**src/rtl/mem_port_arbiter_if.sv**
```systemverilog
// Bundle of the fetch, data-memory and mainMem signals around mem_port_arbiter.
interface mem_port_arbiter_if #(
    parameter int unsigned ADDR_W = 32,
    parameter int unsigned DATA_W = 32
);
    // fetch requester
    logic              if_req;
    logic [ADDR_W-1:0] if_addr;
    logic [1:0]        if_size;
    logic              if_gnt;
    logic              if_rvalid;
    logic [DATA_W-1:0] if_rdata;

    // data-memory requester
    logic              dm_req;
    logic [ADDR_W-1:0] dm_addr;
    logic              dm_wr;
    logic [DATA_W-1:0] dm_wdata;
    logic              dm_gnt;
    logic              dm_rvalid;
    logic [DATA_W-1:0] dm_rdata;
    logic              dm_done;

    // mainMem port
    logic [ADDR_W-1:0] mem_addr;
    logic [DATA_W-1:0] mem_wdata;
    logic              mem_wren;
    logic [1:0]        mem_acc_size;
    logic              mem_enable;
    logic              mem_busy;
    logic [DATA_W-1:0] mem_rdata;

    // arbiter side
    modport slave (
        input  if_req, if_addr, if_size,
        output if_gnt, if_rvalid, if_rdata,
        input  dm_req, dm_addr, dm_wr, dm_wdata,
        output dm_gnt, dm_rvalid, dm_rdata, dm_done,
        output mem_addr, mem_wdata, mem_wren, mem_acc_size, mem_enable,
        input  mem_busy, mem_rdata
    );

    // requesters and memory side
    modport master (
        output if_req, if_addr, if_size,
        input  if_gnt, if_rvalid, if_rdata,
        output dm_req, dm_addr, dm_wr, dm_wdata,
        input  dm_gnt, dm_rvalid, dm_rdata, dm_done,
        input  mem_addr, mem_wdata, mem_wren, mem_acc_size, mem_enable,
        output mem_busy, mem_rdata
    );
endinterface

```
**src/rtl/mem_port_arbiter.sv**
```systemverilog
// Shares the single mainMem port between instruction fetch (bursts) and the
// load/store stage (single words); fetch gets forced priority after MAX_WAIT losses.
module mem_port_arbiter #(
    parameter int unsigned ADDR_W   = 32,
    parameter int unsigned DATA_W   = 32,
    parameter int unsigned MAX_WAIT = 4
) (
    input logic               clock,
    input logic               reset_n,
    mem_port_arbiter_if.slave bus
);
    localparam int unsigned BEAT_W = 5;
    localparam int unsigned WAIT_W = 4;
    localparam logic [WAIT_W-1:0] WAIT_LIMIT = WAIT_W'(MAX_WAIT);

    typedef enum logic {IDLE, ISSUE} state_t;
    typedef enum logic [1:0] {OWN_NONE, OWN_FETCH, OWN_DATA} owner_t;

    state_t            state;
    owner_t            owner;
    logic [ADDR_W-1:0] addr_q;
    logic [DATA_W-1:0] wdata_q;
    logic              wr_q;
    logic [BEAT_W-1:0] beats_q;
    logic [WAIT_W-1:0] wait_q;
    logic              enable_q;
    logic              if_gnt_q;
    logic              dm_gnt_q;
    logic              if_rvalid_q;
    logic              dm_rvalid_q;
    logic              dm_done_q;

    logic              force_fetch_c;
    logic              beat_issue_c;
    logic [BEAT_W-1:0] burst_len_c;

    // Arbitration inputs and burst length decode
    always_comb begin
        force_fetch_c = bus.if_req && (wait_q == WAIT_LIMIT);
        beat_issue_c  = (state == ISSUE) && !bus.mem_busy;
        burst_len_c   = BEAT_W'(1);
        case (bus.if_size)
            2'b00:   burst_len_c = BEAT_W'(1);
            2'b01:   burst_len_c = BEAT_W'(4);
            2'b10:   burst_len_c = BEAT_W'(8);
            default: burst_len_c = BEAT_W'(16);
        endcase
    end

    // Grant/issue FSM with registered memory-side and return outputs
    always_ff @(posedge clock or negedge reset_n) begin
        if (!reset_n) begin
            state       <= IDLE;
            owner       <= OWN_NONE;
            addr_q      <= '0;
            wdata_q     <= '0;
            wr_q        <= 1'b0;
            beats_q     <= '0;
            wait_q      <= '0;
            enable_q    <= 1'b0;
            if_gnt_q    <= 1'b0;
            dm_gnt_q    <= 1'b0;
            if_rvalid_q <= 1'b0;
            dm_rvalid_q <= 1'b0;
            dm_done_q   <= 1'b0;
        end else begin
            if_gnt_q    <= 1'b0;
            dm_gnt_q    <= 1'b0;
            // return path follows the issued beat regardless of state
            if_rvalid_q <= beat_issue_c && (owner == OWN_FETCH);
            dm_rvalid_q <= beat_issue_c && (owner == OWN_DATA) && !wr_q;
            dm_done_q   <= beat_issue_c && (owner == OWN_DATA) && wr_q;

            case (state)
                IDLE: begin
                    if (force_fetch_c || (bus.if_req && !bus.dm_req)) begin
                        state    <= ISSUE;
                        enable_q <= 1'b1;
                        if_gnt_q <= 1'b1;
                        owner    <= OWN_FETCH;
                        addr_q   <= bus.if_addr;
                        beats_q  <= burst_len_c;
                        wr_q     <= 1'b0;
                        wdata_q  <= '0;
                        wait_q   <= '0;
                    end else if (bus.dm_req) begin
                        state    <= ISSUE;
                        enable_q <= 1'b1;
                        dm_gnt_q <= 1'b1;
                        owner    <= OWN_DATA;
                        addr_q   <= bus.dm_addr;
                        beats_q  <= BEAT_W'(1);
                        wr_q     <= bus.dm_wr;
                        wdata_q  <= bus.dm_wdata;
                        if (bus.if_req && (wait_q != WAIT_LIMIT)) begin
                            wait_q <= wait_q + WAIT_W'(1);
                        end
                    end
                end
                ISSUE: begin
                    if (!bus.mem_busy) begin
                        addr_q  <= addr_q + ADDR_W'(4);
                        beats_q <= beats_q - BEAT_W'(1);
                        if (beats_q == BEAT_W'(1)) begin
                            state    <= IDLE;
                            enable_q <= 1'b0;
                            wr_q     <= 1'b0;
                        end
                    end
                end
                default: state <= IDLE;
            endcase
        end
    end

    // Output drive; read data is the memory word qualified by the owner's valid
    assign bus.if_gnt       = if_gnt_q;
    assign bus.dm_gnt       = dm_gnt_q;
    assign bus.if_rvalid    = if_rvalid_q;
    assign bus.dm_rvalid    = dm_rvalid_q;
    assign bus.dm_done      = dm_done_q;
    assign bus.if_rdata     = if_rvalid_q ? bus.mem_rdata : '0;
    assign bus.dm_rdata     = dm_rvalid_q ? bus.mem_rdata : '0;
    assign bus.mem_addr     = addr_q;
    assign bus.mem_wdata    = wdata_q;
    assign bus.mem_wren     = wr_q;
    assign bus.mem_enable   = enable_q;
    assign bus.mem_acc_size = 2'b00;
endmodule

```
**src/flat_wrapper.sv**
```systemverilog
// flat-port wrapper written by rule: the top's interface ports become plain ports
module mem_port_arbiter_flat 
#(
    parameter int unsigned ADDR_W   = 32,
    parameter int unsigned DATA_W   = 32,
    parameter int unsigned MAX_WAIT = 4
)
  (clock, reset_n, bus_if_req, bus_if_addr, bus_if_size, bus_if_gnt, bus_if_rvalid, bus_if_rdata, bus_dm_req, bus_dm_addr, bus_dm_wr, bus_dm_wdata, bus_dm_gnt, bus_dm_rvalid, bus_dm_rdata, bus_dm_done, bus_mem_addr, bus_mem_wdata, bus_mem_wren, bus_mem_acc_size, bus_mem_enable, bus_mem_busy, bus_mem_rdata);
  mem_port_arbiter_if #(.ADDR_W(ADDR_W), .DATA_W(DATA_W)) bus_i ();
  input logic clock;
  input logic reset_n;
  input wire logic [$bits(bus_i.if_req)-1:0] bus_if_req;
  input wire logic [$bits(bus_i.if_addr)-1:0] bus_if_addr;
  input wire logic [$bits(bus_i.if_size)-1:0] bus_if_size;
  output wire logic [$bits(bus_i.if_gnt)-1:0] bus_if_gnt;
  output wire logic [$bits(bus_i.if_rvalid)-1:0] bus_if_rvalid;
  output wire logic [$bits(bus_i.if_rdata)-1:0] bus_if_rdata;
  input wire logic [$bits(bus_i.dm_req)-1:0] bus_dm_req;
  input wire logic [$bits(bus_i.dm_addr)-1:0] bus_dm_addr;
  input wire logic [$bits(bus_i.dm_wr)-1:0] bus_dm_wr;
  input wire logic [$bits(bus_i.dm_wdata)-1:0] bus_dm_wdata;
  output wire logic [$bits(bus_i.dm_gnt)-1:0] bus_dm_gnt;
  output wire logic [$bits(bus_i.dm_rvalid)-1:0] bus_dm_rvalid;
  output wire logic [$bits(bus_i.dm_rdata)-1:0] bus_dm_rdata;
  output wire logic [$bits(bus_i.dm_done)-1:0] bus_dm_done;
  output wire logic [$bits(bus_i.mem_addr)-1:0] bus_mem_addr;
  output wire logic [$bits(bus_i.mem_wdata)-1:0] bus_mem_wdata;
  output wire logic [$bits(bus_i.mem_wren)-1:0] bus_mem_wren;
  output wire logic [$bits(bus_i.mem_acc_size)-1:0] bus_mem_acc_size;
  output wire logic [$bits(bus_i.mem_enable)-1:0] bus_mem_enable;
  input wire logic [$bits(bus_i.mem_busy)-1:0] bus_mem_busy;
  input wire logic [$bits(bus_i.mem_rdata)-1:0] bus_mem_rdata;
  assign bus_i.if_req = bus_if_req;
  assign bus_i.if_addr = bus_if_addr;
  assign bus_i.if_size = bus_if_size;
  assign bus_if_gnt = bus_i.if_gnt;
  assign bus_if_rvalid = bus_i.if_rvalid;
  assign bus_if_rdata = bus_i.if_rdata;
  assign bus_i.dm_req = bus_dm_req;
  assign bus_i.dm_addr = bus_dm_addr;
  assign bus_i.dm_wr = bus_dm_wr;
  assign bus_i.dm_wdata = bus_dm_wdata;
  assign bus_dm_gnt = bus_i.dm_gnt;
  assign bus_dm_rvalid = bus_i.dm_rvalid;
  assign bus_dm_rdata = bus_i.dm_rdata;
  assign bus_dm_done = bus_i.dm_done;
  assign bus_mem_addr = bus_i.mem_addr;
  assign bus_mem_wdata = bus_i.mem_wdata;
  assign bus_mem_wren = bus_i.mem_wren;
  assign bus_mem_acc_size = bus_i.mem_acc_size;
  assign bus_mem_enable = bus_i.mem_enable;
  assign bus_i.mem_busy = bus_mem_busy;
  assign bus_i.mem_rdata = bus_mem_rdata;
  mem_port_arbiter #(.ADDR_W(ADDR_W), .DATA_W(DATA_W), .MAX_WAIT(MAX_WAIT)) u_core (.clock(clock), .reset_n(reset_n), .bus(bus_i));
endmodule
```
**config.mk**
```make
export PLATFORM = sky130hd
export DESIGN_NAME = mem_port_arbiter_flat
export DESIGN_NICKNAME = d
export VERILOG_FILES = /design/src/rtl/mem_port_arbiter_if.sv /design/src/rtl/mem_port_arbiter.sv /design/src/flat_wrapper.sv
export SDC_FILE = /design/constraint.sdc
export NUM_CORES = 1
export LEC_CHECK = 0
export BUFFER_PORTS_ARGS = -buffer_cell sky130_fd_sc_hd__buf_2
export CORE_AREA = 2 2 105 107
export DETAILED_ROUTE_END_ITERATION = 16
export DIE_AREA = 0 0 107 109
export PLACE_DENSITY = 0.87
export SYNTH_ARGS = -nofsm -noshare
export SYNTH_HDL_FRONTEND = slang
export SYNTH_SLANG_ARGS = --single-unit
```
**constraint.sdc**
```tcl
create_clock -name clock -period 5.8 [get_ports clock]
set_clock_uncertainty 0.15 [all_clocks]
set_input_delay 1.45 -clock clock [delete_from_list [all_inputs] [get_ports clock]]
set_output_delay 1.45 -clock clock [all_outputs]
set_load 0.03 [all_outputs]
```
Yosys cells after proc, flatten, opt, wreduce, memory -nomap -nowiden:

Index checks and enable logic that the tools add are counted.
Widths: inputs -> output; s select.

* flip-flop bits (word level): 83
* input port bits: 136
* output and inout port bits: 137
* logic and storage cells: 81

* add/sub/neg operators: 3
* equality and inequality tests: 10
* muxes and demuxes: 35
* bitwise operators: 1
* reductions and logical operators: 19

Operator list (number)
* $mux 32: 7
* $pmux 32 s2: 1
* $add 32x3->32 const B: 1
* $mux 5: 3
* $pmux 5 s3: 1
* $mux 1: 14
* $mux 4: 3
* $pmux 5 s2: 1
* $logic_and 1x1->1: 8
* $pmux 1 s2: 3
* $reduce_and 3->1: 2
* $eq 5x1->1 const B: 1
* $sub 5x1->5 const B: 1
* $add 4x1->4 const B: 1
* $eq 2x1->1 const B: 2
* $eq 2x2->1 const B: 2
* $eq 4x3->1 const B: 1
* $mux 2: 2
* $ne 2x2->1 const B: 2
* $ne 4x3->1 const B: 1
* $reduce_and 2->1: 2
* $reduce_bool 2->1: 2
* $logic_not 1->1: 3
* $ne 3x2->1 const B: 1
* 3 further kinds: 3

Longest topological paths before layout:

Gate-level depths: netlist of the first run.

* depth after elaboration: 5
* mapped depth: 9
* gate-level depth less buffers: 6

Worst setup path before layout of the first run:

OpenSTA, ideal clock, no wires.

* path kind: input to output
* start point: in bus_mem_rdata[28]
* end point: out bus_dm_rdata[28]
* data arrival time: 1731 ps
* data required time: 4200 ps
* path slack: 2469 ps
* stages: 1
* buffers on the path: 0
* cells stage by stage: and2_1

* longest elaborated chain between the ends: 1

Ends and longest elaborated chain
* start: declaration: RTL line flat_wrapper.sv:32 `input wire logic [$bits(bus_i.mem_rdata)-1:0] bus_mem_rdata;`
* $mux 32: RTL line mem_port_arbiter.sv:123 `assign bus.dm_rdata = dm_rvalid_q ? bus.mem_rdata : '0;`
* end: declaration: RTL line flat_wrapper.sv:24 `output wire logic [$bits(bus_i.dm_rdata)-1:0] bus_dm_rdata;`

Every way passes these cells.

Worst setup path in the final report of the first run:

* start point: in bus_mem_rdata[31]
* end point: out bus_dm_rdata[31]

Same word-level chain as after synthesis.

==> impl_summary.txt, run 1 <==
----------------------------------------------------
[Run status]
  Result of the run ... finished, final reports clean

[STA]
  Final setup viols ... 0
  Fmax achieved ... around 280 MHz
  Tightest Pin Transition ... 0.997 ns
  Setup TNS after final layout ... 0 ns
  Hold slack final ... between 0.3 and 0.4 ns
  Part of the cycle the worst path needs ... 0.612
  Shortest period the worst path allows ... ~3.6 ns
  Worst slew margin relative to its limit ... 0.334
  Setup repair after global routing missed its margin ... no
  Final Max Tran Viols ... 0
  Number of hold violations in the final report ... 0

[Global routing]
  Number of antenna violations at the first check in global routing ... 6
  GRT Util Overall ... 0.288
  Maximum number of pins on one net before global-route repair ... between 60 and 70
  Overflow after GRT ... 0
  Layer with the highest usage after global routing ... met2
  Met2 Resource Use GR ... 0.507
  Global-route wire length before repair ... roughly 26000 µm
  Met1 demand-to-capacity share in global routing ... 0.332
  Via count of the first global-routing pass ... 4928
  Met3 demand-to-capacity share in global routing ... 0.0550

[Clock network]
  TritonCTS buffer count ... 9
  CTS tree ... done
  Buffer depth of the longest clock path ... 2
  Number of setup buffers added after CTS ... 0
  CTS Hold Buffers Added ... 0
  Clock edge transition at the registers on the reported setup and hold paths ... ~0.090 ns
  Clock Sink Count ... between 80 and 90
  Worst-Skew Late Latency ... 0.36 ns
  Resized Gates After CTS ... 0
  CTS Root Cell ... sky130_fd_sc_hd__clkbuf_8
  Clock H-tree levels ... 3

[Logic synthesis]
  Arithmetic-cell share of the synthesized area counting full adders, half adders and majority gates ... 0.0125
  Dominant cells by area after synthesis ... sky130_fd_sc_hd__dfrtp_1, sky130_fd_sc_hd__and2_1, sky130_fd_sc_hd__a22o_1, sky130_fd_sc_hd__mux2i_1, sky130_fd_sc_hd__nor3b_1
  FFs w/ async S/R, synth ... 1.00
  Simple-gate share of the synthesized area ... 0.276
  Post-Synth XOR/XNOR Area ... 0
  Cell types with the highest counts after synthesis ... sky130_fd_sc_hd__dfrtp_1, sky130_fd_sc_hd__and2_1, sky130_fd_sc_hd__clkbuf_1
  Predominant post-synthesis flop cell ... sky130_fd_sc_hd__dfrtp_1
  Cell variety after synth ... 54
  Combinational family with the most area after synthesis ... simple AND/OR/NAND/NOR gates
  Top cell type by total area after synthesis ... sky130_fd_sc_hd__dfrtp_1
  Synth Area in Compound Gates ... 0.200
  Seq cells post-synth ... 83
  Sequential share of the synthesized area ... 0.415
  Post-synthesis mux area share ... 0.0487
  Fraction of post-synthesis cell area in the top cell type by area ... 0.415
  Post-Syn Instances ... ~540
  Post-synth EDFFs ... 0
  Most frequently used cell type in the post-synthesis netlist ... sky130_fd_sc_hd__dfrtp_1
  Count of synthesis-stage warnings from yosys ... 0
  Mapped Area ... 0.00501 mm²
  Mean post-synth cell area ... between 9 and 10 µm²

[Detailed routing]
  Number of nets with antenna violations after detailed routing ... 0
  Via count ... around 5300
  Wire per inst ... around 18 µm
  Post-Route WL ... 17000 µm
  Initial drt markers ... a little over 400
  Ratio of routed vias to standard cells ... roughly 5.7
  Number of DRC violations after detailed routing ... 0
  Detailed Routing Iterations Pass 1 ... 5

[Place]
  Port bufs ... 270
  Placed cells ... about 910
  Final estimated routing congestion in global placement ... between 0.8 and 0.9
  Final HPWL DP ... 12700 µm

[Setup path]
  Worst-path cell with the longest stage delay ... sky130_fd_sc_hd__buf_2
  Worst Reg-to-Reg Cells ... 7
  Cell Chain, Critical Path ... buf_2 -> and2_1 -> buf_2
  Delay contributed by the slowest stage of the critical path ... about 0.23 ns
  Arrival time of data at the critical path endpoint ... 1.95 ns
  Beginning of the worst register-to-register path ... u_core.wait_q[0]
  Most frequent cell on the critical path ... sky130_fd_sc_hd__buf_2
  CP Capture Type ... primary output
  Crit path max fanout ... 2
  Startpoint types ... primary input
  Gate family responsible for the most delay along the worst path ... buffers and inverters
  Worst reg-to-reg setup slack ... between 3 and 4 ns
  Critical path buffer and inverter count ... 2
  R2R Path End ... u_core.bus.mem_addr[8]
  Start-to-end type of the worst setup path ... primary input to primary output
  Data required time of the worst path ... 4.20 ns

[Power]
  Total power draw ... approximately 0.0025 W
  Clk network pwr share ... 0.170
  Sw Share ... 0.469
  Fraction of power consumed by sequential logic ... 0.376
  IR drop worst, VDD ... 210 µV
  Share of power burned in combinational logic ... 0.454
  Power spent charging and discharging nets ... between 0.001 and 0.0015 W
  Total power divided by cell area ... roughly 380 mW/mm²
  Cell internal power dissipation ... approximately 0.0013 W
  Leakage component of the power ... 3.36 nW

[Worst hold path]
  Min-Delay Path Depth ... 1
  Hold-critical path endpoint ... u_core.bus.if_rvalid
  Type of the most critical hold path ... register to register
  Origin of the worst min-delay path ... u_core.owner[1]

[Floorplan]
  Die width ... between 100 and 150 µm
  Core Area ... 0.0106 mm²
  Die Area ... between 0.01 and 0.015 mm²
  # IOs ... 273
  Number of cell rows ... 38
  Starting utilization of the core area ... 0.473
  Vert. Die Dim ... around 110 µm

[Cells and area]
  Layout Nets ... around 920
  Fraction of final layout cells sized beyond drive strength 1 ... 0.391
  Area added between synthesis and finish ... 32.5%
  Non-filler cells in the finished layout ... 930

[Job]
  Reported max-cap violation count ... 0

----------------------------------------------------
-- layout by cell type (no fill, tap or decap), types with 3 or more instances in the layout --
master                       n
sky130_fd_sc_hd__and4_1      7
sky130_fd_sc_hd__and3_1      5
sky130_fd_sc_hd__o311a_1     4
sky130_fd_sc_hd__o32ai_1    11
sky130_fd_sc_hd__nor4_1     16
sky130_fd_sc_hd__or2_2       3
sky130_fd_sc_hd__a221oi_1    9
sky130_fd_sc_hd__a22o_1     32
sky130_fd_sc_hd__a21oi_1     5
sky130_fd_sc_hd__o31ai_1     3
sky130_fd_sc_hd__a21o_1      3
sky130_fd_sc_hd__ha_1        5
sky130_fd_sc_hd__nand2b_1    6
sky130_fd_sc_hd__clkbuf_8    9
sky130_fd_sc_hd__a211oi_1   13
sky130_fd_sc_hd__nand4_1     8
sky130_fd_sc_hd__inv_1      12
sky130_fd_sc_hd__o21a_1     11
sky130_fd_sc_hd__diode_2     5
sky130_fd_sc_hd__buf_4       9
sky130_fd_sc_hd__nand3_1    17
sky130_fd_sc_hd__dfrtp_1    83
sky130_fd_sc_hd__mux2_2      3
sky130_fd_sc_hd__and2_1     64
sky130_fd_sc_hd__o21ai_0    16
sky130_fd_sc_hd__nor2_1     21
sky130_fd_sc_hd__buf_2     269
sky130_fd_sc_hd__inv_8       3
sky130_fd_sc_hd__or3_1       5
sky130_fd_sc_hd__nand2_1    31
sky130_fd_sc_hd__nor3_1     17
sky130_fd_sc_hd__mux2i_1    21
sky130_fd_sc_hd__a311oi_1    5
sky130_fd_sc_hd__nor3b_1    20
-- sequential cells by signal, indices dropped and copies added, names as in the netlist --
register	cells
u_core.bus.mem_addr	32
u_core.bus.mem_wdata	32
u_core.beats_q	5
u_core.wait_q	4
u_core.owner	2
u_core.bus.dm_done	1
u_core.bus.dm_gnt	1
u_core.bus.dm_rvalid	1
u_core.bus.if_gnt	1
u_core.bus.if_rvalid	1
u_core.bus.mem_enable	1
u_core.bus.mem_wren	1
u_core.state	1
-- how the worst max path moves through the flow --
stage,from,cells after the start,end
6_report,bus_mem_rdata[31],3,bus_dm_rdata[31]
3_3_place_gp,bus_mem_rdata[31],3,bus_dm_rdata[31]
5_1_grt,bus_mem_rdata[31],3,bus_dm_rdata[31]
4_1_cts,bus_mem_rdata[31],3,bus_dm_rdata[31]
2_1_floorplan,bus_mem_rdata[28],1,bus_dm_rdata[28]
3_5_place_dp,bus_mem_rdata[31],3,bus_dm_rdata[31]
-- layout make-up --
type                       count  area [µm²]
multi-input combinational    395        2710
clock inverter                 7        76.3
sequential                    83        2080
tap                          140         175
clock buffer                   9         124
inverter                      13        48.8
timing repair buffer         278        1410
antenna                        5        12.5
fill                         970        3970
-- layer usage --
metal | up-vias | routed length [µm]
li1 | 2493 | -
met1 | 2515 | 6230
met2 | 281 | 8840
met3 | 43 | 1320
met4 | 0 | 595
met5 | - | 0
-- through the flow --
step            util  instance area, µm²  setup WS [ns]
2_1_floorplan      -                5010           2.47
3_3_place_gp   0.606                6420           2.22
3_5_place_dp   0.606                6420           2.22
4_1_cts        0.625                6630           2.22
5_1_grt        0.626                6640           2.22
6_report       0.626                6640           2.25
-- power by group through the flow --
stage          Clock (W)  Combinational, W  Sequential (W)
3_5_place_dp           0           0.00113        0.000939
2_1_floorplan          0          0.000521         0.00117
3_3_place_gp           0           0.00111        0.000931
4_1_cts         0.000429           0.00114        0.000931
5_1_grt         0.000453           0.00121        0.000964
6_report        0.000423           0.00113        0.000937
-- cells by family after synthesis --
logic type	Yosys count
buffers and inverters	60
multiplexers	24
AO/OA/AOI/OAI	127
other	1
flip-flops	83
adder cells (fa/ha/maj)	5
AND/OR/NAND/NOR	237
Note: power is estimated with default switching activity, not from simulation.
==> run 2, diff against run 1 <==
Settings changed: CORE_AREA 2 2 105 107 to not set, CORE_UTILIZATION set to 41, DIE_AREA 0 0 107 109 to not set, PLACE_DENSITY 0.87 to 0.79.
Clock period 5.8 ns to 2.98 ns, I/O delays scaled along.
==> impl_summary.txt, run 2 (same netlist as run 1, synthesis figures left out) <==
----------------------------------------------------
[Run status]
  Result of the run ... finished, final reports clean

[Clock network]
  Clock Sink Count ... 83 (unchanged)
  Clock edge transition at the registers on the reported setup and hold paths ... 0.06 ns (-0.03 ns)
  Clock H-tree levels ... 3 (unchanged)
  Worst-Skew Late Latency ... 0.33 ns (-0.03 ns)
  Resized Gates After CTS ... 0 (unchanged)
  Buffer depth of the longest clock path ... 2 (unchanged)
  CTS tree ... done
  CTS Root Cell ... sky130_fd_sc_hd__clkbuf_16
  Number of setup buffers added after CTS ... 0 (unchanged)
  CTS Hold Buffers Added ... 0 (unchanged)
  TritonCTS buffer count ... 9 (unchanged)

[STA]
  Final Max Tran Viols ... 0 (unchanged)
  Final setup viols ... 0 (unchanged)
  Hold slack final ... 0.217 ns (-0.118 ns)
  Setup repair after global routing missed its margin ... no
  Number of hold violations in the final report ... 0 (unchanged)
  Setup TNS after final layout ... 0 ns (unchanged)
  Fmax achieved ... ~390 MHz
  Worst slew margin relative to its limit ... 0.517 (+0.183)
  Part of the cycle the worst path needs ... 0.867
  Shortest period the worst path allows ... 2.58 ns
  Tightest Pin Transition ... 0.718 ns (-0.279 ns)

[Setup path]
  Critical path buffer and inverter count ... 0 (-2)
  Worst-path cell with the longest stage delay ... sky130_fd_sc_hd__or4_1
  Start-to-end type of the worst setup path ... register to register
  Data required time of the worst path ... 3.07 ns (-1.13 ns)
  Startpoint types ... register
  Worst reg-to-reg setup slack ... 0.40 ns (-2.79 ns)
  Gate family responsible for the most delay along the worst path ... simple AND/OR/NAND/NOR gates
  R2R Path End ... u_core.bus.mem_addr[22]
  Delay contributed by the slowest stage of the critical path ... 0.63 ns (+0.40 ns)
  Cell Chain, Critical Path ... ha_1 -> nand4_1 -> or4_1 -> or3_1 -> a311oi_1
  Worst Reg-to-Reg Cells ... 5 (-2)
  Beginning of the worst register-to-register path ... u_core.bus.mem_addr[2]
  Arrival time of data at the critical path endpoint ... 2.67 ns (+0.72 ns)
  Crit path max fanout ... 8 (+6)
  CP Capture Type ... register

[Floorplan]
  Core Area ... 0.0120 mm² (+13%)
  Vert. Die Dim ... 113 µm (+3.2%)
  Number of cell rows ... 40 (+5.3%)
  # IOs ... 273 (unchanged)
  Die Area ... 0.0127 mm² (+8.6%)
  Die width ... 113 µm (+5.2%)
  Starting utilization of the core area ... 0.419 (-0.0537)

[Global routing]
  Via count of the first global-routing pass ... 4908 (-0.41%)
  Number of antenna violations at the first check in global routing ... 4 (-2)
  GRT Util Overall ... 0.273 (-0.0154)
  Overflow after GRT ... 0 (unchanged)
  Global-route wire length before repair ... 26500 µm (+2.3%)
  Maximum number of pins on one net before global-route repair ... 50 (-18%)

[Cells and area]
  Non-filler cells in the finished layout ... 942 (+1.3%)
  Filler Cell Count ... 1082 (+12%)
  Layout Nets ... 928 (+0.76%)
  Multi-input gate area in the final layout ... 0.00271 mm² (unchanged)
  Register area ... 0.00208 mm² (unchanged)
  Top library cells by usage in the layout, fill and taps aside ... sky130_fd_sc_hd__buf_2, sky130_fd_sc_hd__dfrtp_1, sky130_fd_sc_hd__and2_1
  Most common library cell in the layout ignoring fill and taps ... sky130_fd_sc_hd__buf_2
  Fraction of final layout cells sized beyond drive strength 1 ... 0.396 (+0.00538)
  Area added between synthesis and finish ... 36.5%

[Detailed routing]
  Number of DRC violations after detailed routing ... 0 (unchanged)
  Post-Route WL ... 16800 µm (-0.86%)
  Initial drt markers ... 373 (-8.6%)
  Detailed Routing Iterations Pass 1 ... 5 (unchanged)
  Number of nets with antenna violations after detailed routing ... 0 (unchanged)
  Wire per inst ... 17.9 µm (-2.1%)
  Ratio of routed vias to standard cells ... 5.67 (-1.1%)
  Via count ... 5341 (+0.17%)

[Worst hold path]
  Type of the most critical hold path ... primary input to async pin

[Power]
  Total power divided by cell area ... 757 mW/mm² (+100%)
  Leakage component of the power ... 3.45 nW (+2.8%)
  IR drop worst, VDD ... 374 µV (+78%)
  Total power draw ... 0.00517 W (+110%)

[Job]
  Reported max-cap violation count ... 0 (unchanged)

[Place]
  Port bufs ... 270 (unchanged)
  Final estimated routing congestion in global placement ... 0.861 (-2.3%)
  Placed cells ... 923 (+1.5%)
  Final HPWL DP ... 12800 µm (+1.1%)

----------------------------------------------------
## run 2: cell type report
class	count	area share
tap	147	0.0269
multi-input combinational	395	0.396
antenna	3	0.00110
inverter	13	0.00714
clock inverter	7	0.0121
timing repair buffer	285	0.220
clock buffer	9	0.0329
sequential	83	0.304
## run 2: power breakdown
group	internal [W]	switching [W]	total, W
Sequential	0.00146	0.000366	0.00183
Clock	0.000663	0.000491	0.00115
Combinational	0.000794	0.00140	0.00219
## run 2: worst max-delay path by stage
| stage | startpoint | endpoint | depth (start not counted) |
|---|---|---|---|
| global placement | bus_if_req | u_core.bus.mem_addr[8] | 5 |
| finish | u_core.bus.mem_addr[2] | u_core.bus.mem_addr[22] | 5 |
| global route | u_core.bus.mem_addr[2] | u_core.bus.mem_addr[22] | 5 |
| floorplan | u_core.bus.mem_addr[2] | u_core.bus.mem_addr[22] | 6 |
| CTS | u_core.bus.mem_addr[2] | u_core.bus.mem_addr[22] | 5 |
| detailed placement | u_core.bus.mem_addr[2] | u_core.bus.mem_addr[22] | 5 |
## run 2: worst register-to-register path, cell delays in order (launching register included)
cell	delay, ns
sky130_fd_sc_hd__dfrtp_1	0.49
sky130_fd_sc_hd__ha_1	0.29
sky130_fd_sc_hd__nand4_1	0.25
sky130_fd_sc_hd__or4_1	0.63
sky130_fd_sc_hd__or3_1	0.40
sky130_fd_sc_hd__a311oi_1	0.27
## run 2: metrics by stage
stage	cell area [µm²]	worst slack, ns	util
2_1_floorplan	5010	0.580	-
3_3_place_gp	6520	0.520	0.545
3_5_place_dp	6520	0.448	0.545
4_1_cts	6830	0.420	0.571
5_1_grt	6840	0.209	0.572
6_report	6840	0.396	0.572
## run 2: metal layers
metal / share of wire / wire length (µm) / vias up / track usage
met2: 0.52 / 8740 / 272 / 0.479
met4: 0.023 / 382 / 0 / 0.118
li1: - / - / 2510 / -
met3: 0.069 / 1160 / 26 / 0.0513
met5: 0 / 0 / - / 0
met1: 0.39 / 6550 / 2533 / 0.326
==> run 3, diff against run 2 <==
Settings changed: PLACE_DENSITY 0.79 to 0.84.
==> impl_summary.txt, run 3 (same netlist as run 1, synthesis figures left out) <==
----------------------------------------------------
[Setup path]
  Worst Reg-to-Reg Cells ... 5 (unchanged)
  Data required time of the worst path ... 3.07 ns (about the same)
  Arrival time of data at the critical path endpoint ... 2.59 ns (-0.08 ns)
  CP Capture Type ... register
  Start-to-end type of the worst setup path ... register to register
  Startpoint types ... register
  Crit path max fanout ... 8 (unchanged)

[Clock network]
  Clock Sink Count ... 83 (unchanged)
  CTS tree ... done
  CTS Root Cell ... sky130_fd_sc_hd__clkbuf_16
  Number of setup buffers added after CTS ... 0 (unchanged)
  Clock H-tree levels ... 3 (unchanged)
  Buffer depth of the longest clock path ... 2 (unchanged)
  Resized Gates After CTS ... 0 (unchanged)
  TritonCTS buffer count ... 9 (unchanged)
  Clock edge transition at the registers on the reported setup and hold paths ... 0.07 ns (about the same)
  CTS Hold Buffers Added ... 0 (unchanged)
  Worst-Skew Late Latency ... 0.33 ns (about the same)

[Power]
  Leakage component of the power ... 3.46 nW (about the same)
  Total power divided by cell area ... 770 mW/mm² (+1.7%)
  IR drop worst, VDD ... 402 µV (+7.5%)

[Floorplan]
  Number of cell rows ... 40 (unchanged)
  Die Area ... 0.0127 mm² (unchanged)
  Vert. Die Dim ... 113 µm (unchanged)
  Die width ... 113 µm (unchanged)
  Starting utilization of the core area ... 0.419 (unchanged)
  # IOs ... 273 (unchanged)
  Core Area ... 0.0120 mm² (unchanged)

[Detailed routing]
  Via count ... 5365 (+0.45%)
  Detailed Routing Iterations Pass 1 ... 5 (unchanged)
  Post-Route WL ... 16200 µm (-3.6%)
  Number of DRC violations after detailed routing ... 0 (unchanged)
  Ratio of routed vias to standard cells ... 5.70 (+0.56%)
  Number of nets with antenna violations after detailed routing ... 0 (unchanged)
  Initial drt markers ... 459 (+23%)
  Wire per inst ... 17.3 µm (-3.5%)

[STA]
  Final setup viols ... 0 (unchanged)
  Part of the cycle the worst path needs ... 0.840 (-0.0274)
  Worst slew margin relative to its limit ... 0.484 (-0.0332)
  Setup TNS after final layout ... 0 ns (unchanged)
  Tightest Pin Transition ... 0.767 ns (+0.0493 ns)
  Number of hold violations in the final report ... 0 (unchanged)
  Final Max Tran Viols ... 0 (unchanged)
  Fmax achieved ... 400 MHz (+3.3%)
  Setup repair after global routing missed its margin ... no
  Shortest period the worst path allows ... 2.50 ns (-0.0817 ns)
  Hold slack final ... 0.184 ns (-0.0323 ns)

[Global routing]
  Via count of the first global-routing pass ... 4807 (-2.1%)
  Number of antenna violations at the first check in global routing ... 5 (+1)
  Maximum number of pins on one net before global-route repair ... 45 (-10%)
  Global-route wire length before repair ... 25000 µm (-5.6%)
  GRT Util Overall ... 0.255 (-0.0179)
  Overflow after GRT ... 0 (unchanged)

[Place]
  Port bufs ... 270 (unchanged)
  Final estimated routing congestion in global placement ... 0.879 (+2.1%)
  Final HPWL DP ... 12300 µm (-4.0%)

[Job]
  Reported max-cap violation count ... 0 (unchanged)

[Worst hold path]
  Type of the most critical hold path ... primary input to async pin

[Cells and area]
  Filler Cell Count ... 1112 (+2.8%)
  Most common library cell in the layout ignoring fill and taps ... sky130_fd_sc_hd__buf_2
  Area added between synthesis and finish ... 36.4% (about the same)
  Layout Nets ... 926 (-0.22%)
  Fraction of final layout cells sized beyond drive strength 1 ... 0.394 (-0.00279)
  Top library cells by usage in the layout, fill and taps aside ... sky130_fd_sc_hd__buf_2, sky130_fd_sc_hd__dfrtp_1, sky130_fd_sc_hd__and2_1
  Utilization after layout ... 0.571 (about the same)

[Run status]
  Result of the run ... finished, final reports clean

----------------------------------------------------
## run 3: cell types whose count changed in the layout (fill, tap and decap cells not counted), sizes merged
cell / before / now
inv: 15 / 16
diode: 3 / 4
bufinv: 1 / 2
clkinvlp: 2 / 0
buf: 285 / 283
## run 3: path summary, 6_finish.rpt
path / to / start / slack [ns]
worst max register to register: u_core.bus.mem_addr[22] / u_core.bus.mem_addr[2] / 0.48
min in group clock: u_core.bus.dm_rvalid / u_core.bus.mem_wren / 0.33
worst max-delay path: u_core.bus.mem_addr[22] / u_core.bus.mem_addr[2] / 0.48
worst min-delay path: u_core.bus.mem_addr[26] / reset_n / 0.18
max in group asynchronous: u_core.bus.mem_addr[14] / reset_n / 1.86
worst min register to register: u_core.bus.dm_rvalid / u_core.bus.mem_wren / 0.33
## run 3: critical path, stage by stage (launching register included)
cell and delay, ns:
sky130_fd_sc_hd__dfrtp_1 0.47, sky130_fd_sc_hd__ha_1 0.26, sky130_fd_sc_hd__nand4_1 0.25, sky130_fd_sc_hd__or4_1 0.64
sky130_fd_sc_hd__or3_1 0.39, sky130_fd_sc_hd__a311oi_1 0.25
## run 3: routing by layer
layer,GRT usage,routed length (µm),vias up
li1,-,-,2505
met5,0,0,-
met4,0.113,342,0
met2,0.455,8610,271
met1,0.302,6180,2567
met3,0.0394,1100,22
## run 3: area by class of cell
class,count,area [µm²],share of cell area
clock inverter,7,104,0.0152
tap,147,184,0.0269
clock buffer,9,225,0.0330
antenna,4,10.0,0.00146
multi-input combinational,395,2710,0.396
timing repair buffer,283,1480,0.216
sequential,83,2080,0.304
inverter,13,48.8,0.00714
## run 3: metrics by stage
stage | setup slack, ns | cells | power [W] | area [µm²]
after floorplan | 0.580 | 538 | 0.00330 | 5010
after global placement | 0.534 | 921 | 0.00397 | 6490
after detailed placement | 0.478 | 921 | 0.00403 | 6490
after CTS | 0.499 | 937 | 0.00527 | 6820
after global routing | 0.290 | 941 | 0.00553 | 6830
final | 0.478 | 941 | 0.00526 | 6830
## run 3: power by group
group          total [W]  switching [W]  internal, W
combinational    0.00219        0.00140     0.000787
sequential       0.00183       0.000367      0.00146
clock            0.00124       0.000490     0.000748
total            0.00526        0.00226      0.00300
